==> config.mk <==
export PLATFORM = sky130hd
export DESIGN_NAME = range_sched
export DESIGN_NICKNAME = d
export VERILOG_FILES = /design/src/rtl/range_sched_pkg.sv /design/src/rtl/rs_timer.sv /design/src/rtl/range_sched.sv
export SDC_FILE = /design/constraint.sdc
export NUM_CORES = 1
export LEC_CHECK = 0
export ABC_AREA = 1
export CAP_MARGIN = 40
export CORE_MARGIN = 4
export CORE_UTILIZATION = 43
export CTS_CLUSTER_SIZE = 10
export DETAILED_ROUTE_END_ITERATION = 8
export PLACE_DENSITY = 0.77
export SYNTH_ARGS = -nofsm -noshare
export SYNTH_HDL_FRONTEND = slang
export SYNTH_SLANG_ARGS = --single-unit
==> constraint.sdc <==
create_clock -name clk -period 4.1 [get_ports clk]
set_input_delay 0.82 -clock clk [delete_from_list [all_inputs] [get_ports clk]]
set_output_delay 0.82 -clock clk [all_outputs]
set_load 0.03 [all_outputs]
==> src/rtl/range_sched_pkg.sv <==
// range_sched_pkg: shared state encoding, error codes and range width for range_sched.
package range_sched_pkg;
  localparam int RW = 16;
  typedef enum logic [1:0] {COLLECT, START, WAIT} state_t;
  localparam logic [1:0] ERR_RANGE = 2'b00;
  localparam logic [1:0] ERR_CTMO  = 2'b01;
  localparam logic [1:0] ERR_WRONG = 2'b10;
  localparam logic [1:0] ERR_STMO  = 2'b11;
endpackage

==> src/rtl/rs_timer.sv <==
// rs_timer: clearable up-counter; tc_o flags the enabled cycle whose increment reaches TC.
module rs_timer #(
  parameter int W  = 8,
  parameter int TC = 10
) (
  input  logic clk,
  input  logic reset,
  input  logic clr_i,
  input  logic en_i,
  output logic tc_o
);
  logic [W-1:0] cnt_q;
  always_ff @(posedge clk or posedge reset)
    if (reset) cnt_q <= '0;
    else if (clr_i) cnt_q <= '0;
    else if (en_i) cnt_q <= cnt_q + 1'b1;
  assign tc_o = en_i && cnt_q == W'(TC - 1);
endmodule

==> src/rtl/range_sched.sv <==
// range_sched: collects four anchor ranges, launches the 2D solver and handles timeouts.
// Define RANGE_SCHED_FILTER_EN to average each new range with the previous round's value.
module range_sched
  import range_sched_pkg::*;
#(
  parameter int           TIMEOUT_CYC = 1000,
  parameter int           SOLVE_TMO   = 64,
  parameter logic [RW-1:0] MAX_RANGE  = 16'd20000
) (
  input  logic          clk,
  input  logic          reset,
  input  logic [RW-1:0] r_in,
  input  logic [1:0]    r_id,
  input  logic          r_valid,
  output logic          r_ready,
  output logic [RW-1:0] r0,
  output logic [RW-1:0] r1,
  output logic [RW-1:0] r2,
  output logic [RW-1:0] r3,
  output logic          solve_start,
  input  logic          solve_done,
  input  logic [RW-1:0] x_in,
  input  logic [RW-1:0] y_in,
  input  logic          wrong_in,
  output logic [RW-1:0] x_out,
  output logic [RW-1:0] y_out,
  output logic          pos_valid,
  output logic          err,
  output logic [1:0]    err_code
);
  localparam int CW = $clog2(TIMEOUT_CYC + 1);
  localparam int SW = $clog2(SOLVE_TMO + 1);
  state_t                 state_q;
  logic [3:0]             mask_q;
  logic [3:0][RW-1:0]     r_q;
  logic [RW-1:0]          x_q, y_q, r_new;
  logic                   solve_start_q, pos_valid_q, err_q;
  logic [1:0]             err_code_q;
  logic                   acc, good, done_set, ctmo, coll_en, coll_clr, coll_tc, solve_tc;
  logic [3:0]             mask_n;
  assign acc      = r_valid && state_q == COLLECT;
  assign good     = acc && r_in <= MAX_RANGE;
  assign mask_n   = good ? mask_q | (4'b1 << r_id) : mask_q;
  assign done_set = state_q == COLLECT && mask_n == 4'hF;
  // the timer includes the cycle of the first good sample of a round
  assign coll_en  = state_q == COLLECT && mask_n != 4'h0;
  assign ctmo     = coll_tc && !done_set;
  assign coll_clr = state_q != COLLECT || ctmo || done_set;
  rs_timer #(.W(CW), .TC(TIMEOUT_CYC)) u_coll_tmr (
    .clk(clk), .reset(reset), .clr_i(coll_clr), .en_i(coll_en), .tc_o(coll_tc)
  );
  rs_timer #(.W(SW), .TC(SOLVE_TMO)) u_solve_tmr (
    .clk(clk), .reset(reset), .clr_i(state_q != WAIT), .en_i(state_q == WAIT), .tc_o(solve_tc)
  );
`ifdef RANGE_SCHED_FILTER_EN
  logic [3:0]  hist_q;
  logic [RW:0] sum;
  assign sum   = {1'b0, r_q[r_id]} + {1'b0, r_in};
  assign r_new = hist_q[r_id] ? RW'(sum >> 1) : r_in;
  // every anchor holds a value once a round completes; a collect timeout forgets them
  always_ff @(posedge clk or posedge reset)
    if (reset) hist_q <= '0;
    else if (ctmo) hist_q <= '0;
    else if (done_set) hist_q <= 4'hF;
`else
  assign r_new = r_in;
`endif
  always_ff @(posedge clk or posedge reset)
    if (reset) begin
      state_q       <= COLLECT;
      mask_q        <= '0;
      r_q           <= '0;
      x_q           <= '0;
      y_q           <= '0;
      solve_start_q <= 1'b0;
      pos_valid_q   <= 1'b0;
      err_q         <= 1'b0;
      err_code_q    <= ERR_RANGE;
    end else begin
      solve_start_q <= 1'b0;
      pos_valid_q   <= 1'b0;
      err_q         <= 1'b0;
      case (state_q)
        COLLECT: begin
          if (good) r_q[r_id] <= r_new;
          if (done_set) begin
            state_q       <= START;
            solve_start_q <= 1'b1;
            mask_q        <= mask_n;
          end else if (ctmo) begin
            mask_q     <= '0;
            err_q      <= 1'b1;
            err_code_q <= ERR_CTMO;
          end else begin
            mask_q <= mask_n;
            if (acc && !good) begin
              err_q      <= 1'b1;
              err_code_q <= ERR_RANGE;
            end
          end
        end
        START: state_q <= WAIT;
        WAIT: begin
          if (solve_done || solve_tc) begin
            state_q <= COLLECT;
            mask_q  <= '0;
          end
          if (solve_done && !wrong_in) begin
            x_q         <= x_in;
            y_q         <= y_in;
            pos_valid_q <= 1'b1;
          end else if (solve_done || solve_tc) begin
            err_q      <= 1'b1;
            err_code_q <= solve_done ? ERR_WRONG : ERR_STMO;
          end
        end
        default: state_q <= COLLECT;
      endcase
    end
  assign r_ready     = state_q == COLLECT;
  assign {r3, r2, r1, r0} = r_q;
  assign solve_start = solve_start_q;
  assign x_out       = x_q;
  assign y_out       = y_q;
  assign pos_valid   = pos_valid_q;
  assign err         = err_q;
  assign err_code    = err_code_q;
endmodule

After elaboration in Yosys (flattened, before gate mapping)
Cells that the tools add are included.
{"block": "word_totals", "wordCells": 91, "ff_bits": 124, "out_inout_bits": 102, "in_bits": 55}
{"block": "classes", "shift": 1, "n_bitwise": 1, "addsub": 2, "mux": 32, "reduce_logical": 27, "n_eq_ne": 11, "magnitude_cmp": 3}
{"cell": "bitwise mux 64 bit", "count": 1}
{"cell": "demux 16 bit (select 2 bit)", "count": 1}
{"cell": "two-way mux 10 bit", "count": 2}
{"cell": "<= comparator 16 x 15 -> 1 bit, second input constant", "count": 1}
{"cell": "two-way mux 16 bit", "count": 1}
{"cell": "two-way mux 4 bit", "count": 4}
{"cell": "two-way mux 2 bit", "count": 7}
{"cell": "two-way mux 7 bit", "count": 2}
{"cell": "adder 10 x 1 -> 10 bit, second input constant", "count": 1}
{"cell": "== test 10 bit, second input constant", "count": 1}
{"cell": "logical AND 1 bit", "count": 10}
{"cell": "two-way mux 1 bit", "count": 10}
{"cell": "!= test 2 bit, second input constant", "count": 4}
{"cell": "one-hot mux 4 bit (2 select lines)", "count": 1}
{"cell": "AND reduction 2 bit", "count": 4}
{"cell": "nonzero test 2 bit", "count": 4}
{"cell": "adder 7 x 1 -> 7 bit, second input constant", "count": 1}
{"cell": "== test 7 x 6 -> 1 bit, second input constant", "count": 1}
{"cell": "one-hot mux 2 bit (3 select lines)", "count": 1}
{"cell": "AND reduction 5 bit", "count": 1}
{"cell": "== test 4 bit, second input constant", "count": 1}
{"cell": "OR 4 bit", "count": 1}
{"cell": "one-hot mux 2 bit (2 select lines)", "count": 1}
{"cell": "nonzero test 4 bit", "count": 1}
{"cell": "other kinds (11)", "count": 15}

Depth between registers and ports, before layout
{"block": "logic_depth", "ltp_word": 11, "ltp_mapped": 16}

Modules after synthesis
From an unflattened synthesis, not the netlist that was laid out.
{"block": "hier_totals", "hier_cells": 632, "hier_area_um2": 5305.1}
{"module": "range_sched", "cells_per_inst": 504, "area_per_inst_um2": 4331.7, "instances": 1}
{"module": "rs_timer at u_coll_tmr", "cells_per_inst": 78, "area_per_inst_um2": 584.3, "instances": 1}
{"module": "rs_timer at u_solve_tmr", "cells_per_inst": 50, "area_per_inst_um2": 389.1, "instances": 1}

Worst setup path after synthesis
Ideal clock, no wire load.
{"block": "synth_timing", "path_kind": "input to register", "from": "input port r_in[5]", "to": "register u_coll_tmr.cnt_q[6]", "t_required_ps": 3981, "stages": 14, "t_arrival_ps": 2025, "path_buffers": 1, "slack_ps": 1956, "cell_sequence": "inv_1 > nor2_1 > nand2_1 > nor2_2 > nand3_2 > nand2_4 > nand3_4 > nand2_4 > nand2_4 > nor2_8 > nor2_8 > buf_6 > nand3_1 > nand2_1"}
{"block": "synth_via", "elab_chain_len": 10}
{"item": "start, declared", "line": "range_sched.sv:12", "source": "input logic [RW-1:0] r_in,"}
{"item": "<= comparator 16 x 15 -> 1 bit (*)", "line": "range_sched.sv:42", "source": "assign good = acc && r_in <= MAX_RANGE;"}
{"item": "logical AND 1 bit (*)", "line": "range_sched.sv:42"}
{"item": "two-way mux 4 bit (*)", "line": "range_sched.sv:43", "source": "assign mask_n = good ? mask_q | (4'b1 << r_id) : mask_q;"}
{"item": "== test 4 bit / nonzero test 4 bit (equally long branches)", "line": "range_sched.sv:44, range_sched.sv:46"}
{"item": "logical AND 1 bit (on tied branches)", "line": "range_sched.sv:44, range_sched.sv:46"}
{"item": "zero test 1 bit / logical AND 1 bit (equally long branches)", "line": "range_sched.sv:47, rs_timer.sv:17"}
{"item": "logical AND 1 bit", "line": "range_sched.sv:47", "source": "assign ctmo = coll_tc && !done_set;"}
{"item": "logical OR 1 bit (2 in a row)", "line": "range_sched.sv:48", "source": "assign coll_clr = state_q != COLLECT || ctmo || done_set;"}
{"item": "two-way mux 10 bit / nonzero test 2 bit (equally long branches)"}
{"item": "end signal, assigned", "line": "rs_timer.sv:16", "source": "else if (en_i) cnt_q <= cnt_q + 1'b1;"}
{"item": "end, declared", "line": "rs_timer.sv:12", "source": "logic [W-1:0] cnt_q;"}
Mark *: on every way between the ends. The rest lies on a longest branch, timed or not.
A chain may end at the register's enable or synchronous reset.

Worst setup path after layout
{"block": "layout_timing", "from": "register state_q[1]", "to": "output port r_ready"}
{"block": "layout_via", "elab_chain_len": 1}
{"item": "start, declared", "line": "range_sched.sv:33", "source": "state_t state_q;"}
{"item": "start signal, assigned", "line": "range_sched.sv:70", "source": "state_q <= COLLECT;"}
{"item": "start signal, assigned", "line": "range_sched.sv:87", "source": "state_q <= START;"}
{"item": "start signal, assigned", "line": "range_sched.sv:102", "source": "START: state_q <= WAIT;"}
{"item": "zero test 2 bit", "line": "range_sched.sv:120", "source": "assign r_ready = state_q == COLLECT;"}
{"item": "end, declared", "line": "range_sched.sv:15", "source": "output logic r_ready,"}
Every way passes these cells.

==> run_results.csv <==
group,metric,value,unit
status,status,"finished, final reports clean",
synth,yosysTopAreaCell,"dfrtp_1",
clock_network,cts_max_level,4,
drt,drtIter0Drc,254,
critical_path,cp-start-kind,"register",
global_routing,grt_max_degree,63,
sta,rsz0062_at_grt,"false",
clock_network,cts_max_path_buffers,2,
clock_network,cts_setup_buffers,0,
sta,fmaxAchievable,342,MHz
cells_and_area,syn_to_final_growth,45.0,%
die,die_y,119,um
power_and_ir_drop,ir_worst_vdd,0.000380,V
synth,yosys.cell_types.count,29,
synth,synth_cells,611,
global_routing,grt_overflow,0,
cells_and_area,mostFrequentLayoutCell,"nand2_1",
global_routing,grt_pass1_vias,4790,
placed_design,port_buffers,156,
placed_design,place_inst,923,
clock_network,ctsHoldBuffers,0,
synth,synth_nets,668,
critical_path,arrival,2.10,ns
min_path,hold_class,"reg2reg",
sta,fin_tns_setup,0,ns
clock_network,path_clk_slew,0.05,ns
cells_and_area,multi_input_area,1950,sq um
drt,wl_per_cell,14.4,um
power_and_ir_drop,powerDensity,784,nW/um^2
cells_and_area,diodes,0,
synth,synth-edff-count,0,
cells_and_area,layout.nets,831,
synth,synth-seq-cells,124,
drt,routed_wl,13800,um
sta,skew,0.00431,ns
die,ios,157,
cells_and_area,seqCellArea,3100,sq um
critical_path,end_kind,"primary output",
clock_network,cts_buffers,17,
synth,ys_seq_area_share,58.2,%
die,dieArea,14200,sq um
drt,drc_errors,0,
die,core_area,12100,sq um
sta,tightest_slew,0.620,ns
cells_and_area,stdcell_count,955,
cells_and_area,drive_gt1_share,8.77,%
placed_design,dpl.hpwl,9990,um
drt,detail-route-antenna-nets,0,
cells_and_area,nFillCells,967,
clock_network,postCtsResizedCells,0,
die,fp.dieW,119,um
sta,finalHoldViolCount,0,
cells_and_area,mostFrequentLayoutCells,"nand2_1 (288), clkdlybuf4s50_1 (156), dfrtp_1 (124)",
sta,period_needed,2.92,ns
clock_network,cts.sinks,124,
global_routing,antenna_found_initial,0,
sta,slew_viol_final,0,
synth,yosys_warnings,0,
synth,ys.flop_type,"dfrtp_1",
clock_network,clockRootBuffer,"clkbuf_16",
synth,syn-cell-area,5330,sq um
placed_design,gp_congestion,0.815,
critical_path,path_class,"reg2out",
sta,slew_headroom,58.6,%
clock_network,cts_tree,"yes",
drt,drt_pass1_iterations,4,
die,initial_core_util,44.2,%
power_and_ir_drop,leakagePower,3.87,nW
synth,avgSynthCellArea,8.72,sq um
synth,synth_area_leaders,"dfrtp_1 (58%), nand2_1 (20%), inv_1 (3.2%)",
run,drv_cap,0,
sta,period_share,71.3,%
synth,synth_top_area_share,58.2,%
critical_path,required,3.28,ns
synth,async_flop_share,100,%
clock_network,insertion_delay,0.41,ns
drt,via_per_inst,4.77,
die,rows,40,
drt,vias,4551,
global_routing,grt_pass1_wl,23300,um
global_routing,grt_use_total,20.4,%
critical_path,cp_max_fo,14,
sta,finalSetupViolCount,0,
flip-flops by register name (all words and copies together) (netlist names), 2 cells and up:
name               cells
err_code               2
mask_q                 4
r0                    16
r1                    16
r2                    16
r3                    16
state_q                2
u_coll_tmr.cnt_q      10
u_solve_tmr.cnt_q      7
x_out                 16
y_out                 16
critical path: stages (launching register included):
cell and delay, ns:
dfrtp_1 0.39, nor2_2 0.51, clkdlybuf4s50_1 0.79
where the power goes:
part	leakage, nW	total (W)	switching (W)	internal [W]
Clock	0.306	0.00159	0.000526	0.00106
Combinational	1.97	0.00254	0.00155	0.000990
Sequential	1.59	0.00193	0.000267	0.00166
cells in the mapped netlist (2+ instances only):
library cell  number
a21oi_1            7
buf_6              2
clkbuf_1          15
clkinv_1           5
dfrtp_1          124
ha_1               2
inv_1             46
inv_2              3
nand2_1          288
nand2_2            4
nand2_4            8
nand3_1           12
nand3_4            4
nand4_1           11
nor2_1            22
nor2_2             4
nor2_4             4
nor2_8             2
nor3_1             4
o21ai_0           25
o22ai_1            4
xor2_1             8
final cells by class:
cell class                 count  area share (%)
sequential                   124            40.2
timing repair buffer         161            21.0
clock inverter                10            2.11
inverter                      54            2.67
tap                          168            2.72
clock buffer                  22            6.14
multi-input combinational    416            25.2
final timing paths:
| kind | from | to | slack, ns | cells past startpoint |
|---|---|---|---|---|
| max in group asynchronous | reset | r2[7] | 2.51 | 4 |
| worst max-delay path | state_q[1] | r_ready | 1.18 | 2 |
| worst max register to register | state_q[1] | u_coll_tmr.cnt_q[7] | 1.43 | 10 |
| worst min-delay path | u_solve_tmr.cnt_q[0] | u_solve_tmr.cnt_q[0] | 0.46 | 1 |
| min in group asynchronous | reset | y_out[3] | 0.71 | 2 |
| worst min register to register | u_solve_tmr.cnt_q[0] | u_solve_tmr.cnt_q[0] | 0.46 | 1 |
through the flow:
| step | setup WS (ns) | area [sq um] | util, % | hold WS (ns) | power [W] |
|---|---|---|---|---|---|
| finish | 1.18 | 7730 | 64.1 | 0.458 | 0.00606 |
| global route | 1.05 | 7730 | 64.1 | 0.480 | 0.00639 |
| CTS | 1.14 | 7730 | 64.1 | 0.466 | 0.00611 |
| detailed placement | 0.913 | 7090 | 58.8 | 0.453 | 0.00449 |
| global placement | 0.998 | 7070 | 58.6 | 0.449 | 0.00442 |
| floorplan | 1.75 | 5330 | - | 0.432 | 0.00341 |
cells by family (layout without fill, tap and decap cells):
| family | Yosys count | after routing | synth area share (%) |
|---|---|---|---|
| xor gates and xnor gates | 8 | 8 | 1.32 |
| adders and majority gates | 2 | 2 | 0.470 |
| DFF | 124 | 124 | 58.2 |
| buffers and inverters | 71 | 247 | 5.28 |
| and+or+nand+nor | 366 | 366 | 30.7 |
| AOI/OAI and AO/OA | 40 | 40 | 4.02 |
metal layers:
metal / track usage [%] / vias to the layer above / routed length [um]
met4: 9.74 / 0 / 404
met1: 24.5 / 2164 / 5790
met2: 33.8 / 142 / 6790
met3: 5.84 / 25 / 768
met5: 0 / - / 0
li1: - / 2220 / -
Power figures use the tool's default switching activity.
